**src/rtl/uart_pkg.sv**
```systemverilog
// Shared UART definitions: receiver state encoding, frame width and the
// parity-mode constants also used by the transmitter.
package uart_pkg;

  localparam int DATA_BITS = 8;
  localparam int CNT_W     = $clog2(DATA_BITS);

  typedef enum logic [2:0] {
    ST_IDLE   = 3'd0,
    ST_START  = 3'd1,
    ST_DATA   = 3'd2,
    ST_PARITY = 3'd3,
    ST_STOP   = 3'd4
  } rx_state_t;

  // Parity mode: PAR_ODD means the parity bit is ~^data.
  typedef enum logic {
    PAR_EVEN = 1'b0,
    PAR_ODD  = 1'b1
  } parity_mode_t;

  function automatic logic parity_error(input logic [DATA_BITS-1:0] data,
                                        input logic                 pbit,
                                        input logic                 odd);
    return (^{data, pbit}) != odd;
  endfunction

endpackage

```
**src/rtl/uart_rx_if.sv**
```systemverilog
// Receive-side result bundle: the received byte, its status flags and the
// update strobe, plus the receiver busy indication.
interface uart_rx_if;
  import uart_pkg::*;

  logic [DATA_BITS-1:0] rx_data;
  logic                 rx_valid;
  logic                 parity_err;
  logic                 frame_err;
  logic                 busy;

  modport master (
    output rx_data,
    output rx_valid,
    output parity_err,
    output frame_err,
    output busy
  );

  modport slave (
    input rx_data,
    input rx_valid,
    input parity_err,
    input frame_err,
    input busy
  );

endinterface

```
**src/rtl/uart_sync.sv**
```systemverilog
// Two-flop synchronizer for the asynchronous serial line; resets to the
// idle (high) level so reset release never looks like a start bit.
module uart_sync (
  input  logic clk,
  input  logic rst_n,
  input  logic async_in,
  output logic sync_out
);

  logic meta;

  always_ff @(posedge clk or negedge rst_n) begin
    if (!rst_n) begin
      meta     <= 1'b1;
      sync_out <= 1'b1;
    end else begin
      meta     <= async_in;
      sync_out <= meta;
    end
  end

endmodule

```
**src/rtl/uart_rx.sv**
```systemverilog
// UART receiver: 8 data bits, one parity bit, first stop bit checked.
// Bit timing comes from an external baud generator enabled by bps_en.
module uart_rx
  import uart_pkg::*;
#(
  parameter bit PARITY_ODD = PAR_ODD
) (
  input  logic      clk,
  input  logic      rst_n,
  output logic      bps_en,
  input  logic      bps_clk,
  input  logic      rs422_rx,
  uart_rx_if.master rx
);

  localparam logic [CNT_W-1:0] LAST_BIT = CNT_W'(DATA_BITS - 1);

  logic                 line_sync;
  logic                 line_hist;
  logic                 start_cond;
  rx_state_t            state;
  logic [CNT_W-1:0]     bit_cnt;
  logic [DATA_BITS-1:0] shift;
  logic                 par_err_q;

  uart_sync u_sync (
    .clk      (clk),
    .rst_n    (rst_n),
    .async_in (rs422_rx),
    .sync_out (line_sync)
  );

  always_ff @(posedge clk or negedge rst_n) begin
    if (!rst_n) line_hist <= 1'b1;
    else        line_hist <= line_sync;
  end

  // Falling edge only: a line held low after a framing error never restarts.
  assign start_cond = line_hist & ~line_sync;

  always_ff @(posedge clk or negedge rst_n) begin
    if (!rst_n) begin
      state         <= ST_IDLE;
      bps_en        <= 1'b0;
      bit_cnt       <= '0;
      shift         <= '0;
      par_err_q     <= 1'b0;
      rx.rx_data    <= '0;
      rx.rx_valid   <= 1'b0;
      rx.parity_err <= 1'b0;
      rx.frame_err  <= 1'b0;
      rx.busy       <= 1'b0;
    end else begin
      rx.rx_valid <= 1'b0;
      case (state)
        ST_IDLE: begin
          if (start_cond) begin
            state   <= ST_START;
            bps_en  <= 1'b1;
            rx.busy <= 1'b1;
          end
        end

        ST_START: begin
          if (bps_clk) begin
            if (!line_sync) begin
              state   <= ST_DATA;
              bit_cnt <= '0;
            end else begin
              state   <= ST_IDLE;
              bps_en  <= 1'b0;
              rx.busy <= 1'b0;
            end
          end
        end

        ST_DATA: begin
          if (bps_clk) begin
            shift <= {line_sync, shift[DATA_BITS-1:1]};
            if (bit_cnt == LAST_BIT) begin
              state   <= ST_PARITY;
              bit_cnt <= '0;
            end else begin
              bit_cnt <= bit_cnt + 1'b1;
            end
          end
        end

        ST_PARITY: begin
          if (bps_clk) begin
            par_err_q <= parity_error(shift, line_sync, PARITY_ODD);
            state     <= ST_STOP;
          end
        end

        ST_STOP: begin
          if (bps_clk) begin
            rx.rx_data    <= shift;
            rx.parity_err <= par_err_q;
            rx.frame_err  <= ~line_sync;
            rx.rx_valid   <= 1'b1;
            bps_en        <= 1'b0;
            rx.busy       <= 1'b0;
            state         <= ST_IDLE;
          end
        end

        default: begin
          state   <= ST_IDLE;
          bps_en  <= 1'b0;
          rx.busy <= 1'b0;
        end
      endcase
    end
  end

endmodule
```
**src/flat_wrapper.sv**
```systemverilog
// flat-port wrapper written by rule: the top's interface ports become plain ports
module uart_rx_flat import uart_pkg::*;
#(
  parameter bit PARITY_ODD = PAR_ODD
)
  (clk, rst_n, bps_en, bps_clk, rs422_rx, rx_rx_data, rx_rx_valid, rx_parity_err, rx_frame_err, rx_busy);
  uart_rx_if rx_i ();
  input  logic clk;
  input  logic rst_n;
  output logic bps_en;
  input  logic bps_clk;
  input  logic rs422_rx;
  output wire logic [$bits(rx_i.rx_data)-1:0] rx_rx_data;
  output wire logic [$bits(rx_i.rx_valid)-1:0] rx_rx_valid;
  output wire logic [$bits(rx_i.parity_err)-1:0] rx_parity_err;
  output wire logic [$bits(rx_i.frame_err)-1:0] rx_frame_err;
  output wire logic [$bits(rx_i.busy)-1:0] rx_busy;
  assign rx_rx_data = rx_i.rx_data;
  assign rx_rx_valid = rx_i.rx_valid;
  assign rx_parity_err = rx_i.parity_err;
  assign rx_frame_err = rx_i.frame_err;
  assign rx_busy = rx_i.busy;
  uart_rx #(.PARITY_ODD(PARITY_ODD)) u_core (.clk(clk), .rst_n(rst_n), .bps_en(bps_en), .bps_clk(bps_clk), .rs422_rx(rs422_rx), .rx(rx_i));
endmodule
```
**config.mk**
```make
export PLATFORM = sky130hd
export DESIGN_NAME = uart_rx_flat
export DESIGN_NICKNAME = d
export VERILOG_FILES = /design/src/rtl/uart_pkg.sv /design/src/rtl/uart_rx_if.sv /design/src/rtl/uart_sync.sv /design/src/rtl/uart_rx.sv /design/src/flat_wrapper.sv
export SDC_FILE = /design/constraint.sdc
export NUM_CORES = 1
export LEC_CHECK = 0
export ABC_AREA = 1
export BUFFER_PORTS_ARGS = -buffer_cell sky130_fd_sc_hd__buf_2
export CORE_MARGIN = 4
export CORE_UTILIZATION = 55
export DETAILED_ROUTE_END_ITERATION = 7
export HOLD_SLACK_MARGIN = 0.15
export PLACE_DENSITY_LB_ADDON = 0.3
export SLEW_MARGIN = 20
export SYNTH_ARGS = -nofsm -noshare
export SYNTH_HDL_FRONTEND = slang
export SYNTH_HIERARCHICAL = 1
export SYNTH_SLANG_ARGS = --single-unit
export TNS_END_PERCENT = 50
```
**constraint.sdc**
```tcl
create_clock -name clk -period 2.4 [get_ports clk]
set_input_delay 0.12 -clock clk [delete_from_list [all_inputs] [get_ports clk]]
set_output_delay 0.12 -clock clk [all_outputs]
set_load 0.01 [all_outputs]
```
==> key figures <==
Outcome
  – Status: finished clean

Final layout
  – Share of layout cells above drive strength 1: 23.78%
  – # diodes: 0
  – Most frequent cells in the layout: nand2_1, dfrtp_1, inv_1
  – Post-route cell area: 1569 µm²
  – Fin nets: 190
  – Most common cell after layout, fill and taps aside: nand2_1
  – Fillers: 190
  – Area grow syn2layout: 13.07%

Die
  – Site row count: 17
  – IO Count: 17
  – Die W: about 58 µm
  – Die footprint: 3391 µm²
  – Starting density of the core: about three fifths
  – Die Ht: ~58 µm
  – CORE AREA: between 2000 and 2500 µm²

STA
  – Final period util: 57.41%
  – Final hold violations: 0
  – Max Transition Viols Final: 0
  – Setup tns final: 0 ns
  – Final setup margin: between 1 and 1.5 ns
  – Period minus WS final: roughly 1.4 ns
  – Slew Limit Headroom: roughly 58%
  – Slew @ Worst Pin: about 0.63 ns
  – Final setup vio count: 0
  – Max Clock Skew: a little under 0.01 ns
  – RSZ-0062 raised after global routing: false
  – FMAX: around 730 MHz

Power and ir drop
  – Sw Share: 42.07%
  – Cell internal pwr: about 1.2 mW
  – Leakage Power: roughly 0.84 nW
  – VDD IR max: slightly above 0.0008 V
  – Power density cells: roughly 1300 nW/µm²
  – Sequential Power Share: ~41%
  – Clock network fraction of design power: about 15%
  – Logic pwr share: a little over two fifths
  – P_sw: approximately 0.86 mW

Critical path
  – Crit-path max cell delay: approximately 0.4 ns
  – Critical Path RT: between 2 and 3 ns
  – Reg-to-reg slack, setup: slightly above 1 ns
  – Critical-path cell list: ha_1, ha_1, nor2_1, nor2_1, o21ai_0, nand2_1, nand2_1
  – Crit Path Max Fanout: 4
  – CP Capture Type: register
  – Setup CP Type: register to register
  – WP data arrival: 1.65 ns
  – Setup crit start kind: register
  – CP bufs+invs: 0
  – Crit-path slowest cell: dfrtp_1
  – Largest delay share family, worst path: simple AND/OR/NAND/NOR gates

Clocking
  – CTS Root Cell: clkbuf_4
  – Clock insertion delay at the later pin of the skew report: between 0.3 and 0.4 ns
  – CTS clk-pin slew, worst paths: approximately 0.090 ns
  – Hold_buf cts: 3
  – Clock Path Buffers: 2
  – Clk sinks: 30
  – H-tree Lvls: 2
  – Post-CTS setup repair buffer count: 0
  – Cts bufs inserted: 5
  – Post-CTS sizing: 0
  – CTS tree: yes

Drt
  – Post-Route WL: approximately 2500 µm
  – Wire length per cell: 11.63 µm
  – Initial DRC Count: 57
  – Via Count: around 1.1k
  – First-pass iteration count of the detailed router: 5
  – Vias per cell: 5.019
  – Post-route ant nets: 0
  – DRC viols: 0

Hold path
  – Hold/Removal Path Class: input pin to async pin

Placement
  – Port bufs: 16
  – GPL Wtd Cong: roughly 0.74
  – Pre-CTS setup slack: roughly 1.1 ns
  – Dpl cell area: approximately 1500 µm²
  – Hpwl dp: around 1800 µm

Yosys
  – Mapped Avg Cell Area: approximately 8.6 µm²
  – Synth cell types: 22
  – Flops & latches, synth: 30
  – Mapped Cells: 161
  – Mapped cell area: 1388 µm²
  – Synthesis Warnings: 6
  – Sequential area share after synthesis: roughly 54%
  – Fraction of registers with async set/reset: 100.0%
  – Ys flop type: dfrtp_1
  – EDFF count, synth: 0
  – Mapped Nets: 167

GRT
  – GRT Util Overall: between 10% and 20%
  – Initial antenna violation count: 0
  – First-pass GRT wire length: approximately 4200 µm
  – Largest net degree at the start of global routing: 31
  – Remaining Overflow, GRT: 0
  – Vias in the first global route: 989

Job
  – Max Cap Viol: 0
registers in the layout, indices dropped and copies added, names as in the netlist:
name / cells
u_core/state: 3
u_core/bps_en: 1
u_core/line_hist: 1
u_core/rx.rx_data: 8
u_core/shift: 8
u_core/rx.rx_valid: 1
u_core/u_sync/sync_out: 1
u_core/u_sync/meta: 1
u_core/rx.frame_err: 1
u_core/par_err_q: 1
u_core/bit_cnt: 3
u_core/rx.parity_err: 1
metrics by stage:
| stage | util, % | power [mW] | cells | hold slack, ns |
|---|---|---|---|---|
| 2_1_floorplan | - | 1.508 | 161 | -0.1756 |
| 6_report | 68.30 | 2.043 | 213 | 0.3310 |
| 4_1_cts | 68.30 | 2.062 | 213 | 0.3647 |
| 3_3_place_gp | 64.38 | 1.688 | 202 | 0.1707 |
| 3_5_place_dp | 64.38 | 1.740 | 202 | 0.1833 |
| 5_1_grt | 68.30 | 2.231 | 213 | 0.3699 |
metal layers:
layer / vias up / part of all wire, % / wire length, µm / GRT usage [%]
met4: 0 / 2.3 / 56 / 8.940
met5: - / 0 / 0 / 0
met1: 481 / 46 / 1136 / 20.14
met3: 6 / 5.7 / 142 / 4.677
li1: 549 / - / - / -
met2: 33 / 46 / 1142 / 26.29
worst reg2reg max path, delay by kind of cell (launching register included):
family                     cells  cell delay [ns]
AOI/OAI and AO/OA              1             0.09
adders and majority gates      2             0.39
DFF                            1             0.40
and+or+nand+nor                4             0.45
cells by family after synthesis:
kind of cell    synth area share (%)
simple gates                   24.44
flops                          54.37
buf+inv                        8.386
compound gates                 10.37
fa+ha+maj                      1.803
xor+xnor                      0.6313
power by group through the flow:
stage	clock, mW	sequential (mW)	combinational [mW]
5_1_grt	0.343	0.861	1.03
3_5_place_dp	0	0.846	0.894
6_report	0.307	0.837	0.898
2_1_floorplan	0	0.871	0.637
4_1_cts	0.320	0.836	0.906
3_3_place_gp	0	0.834	0.853
path summary, 6_finish.rpt:
kind,to,depth (start not counted),from
worst max-delay path,u_core/state[0],7,u_core/bit_cnt[0]
worst min-delay path,u_core/rx.rx_data[5],2,rst_n
worst max register to register,u_core/state[0],7,u_core/bit_cnt[0]
worst min register to register,u_core/u_sync/sync_out,0,u_core/u_sync/meta
max in group asynchronous,u_core/shift[7],2,rst_n
min in group clk,u_core/u_sync/sync_out,0,u_core/u_sync/meta
synth_stat cells, types with 2 or more instances:
master   number  area, µm²
dfrtp_1      27      675.7
dfstp_2       3      78.83
ha_1          2      25.02
inv_1        20      75.07
inv_2         3      11.26
nand2_1      57      214.0
nand3_1       9      45.04
nor2_1        6      22.52
nor3_1        2      10.01
nor3_2        2      20.02
o21ai_0       2      10.01
o21ai_1      10      50.05
o21ai_2       9      78.83
area by class of cell:
class                      instances  area [µm²]  share of cell area (%)
clock buffer                       7       55.05                   3.509
inverter                          24       92.59                   5.901
multi-input combinational        104       516.7                   32.93
sequential                        30       754.5                   48.09
timing repair buffer              19       110.1                   7.018
tap                               28       35.03                   2.233
clock inverter                     1       5.005                  0.3190
(Power assumes the default switching activity.)
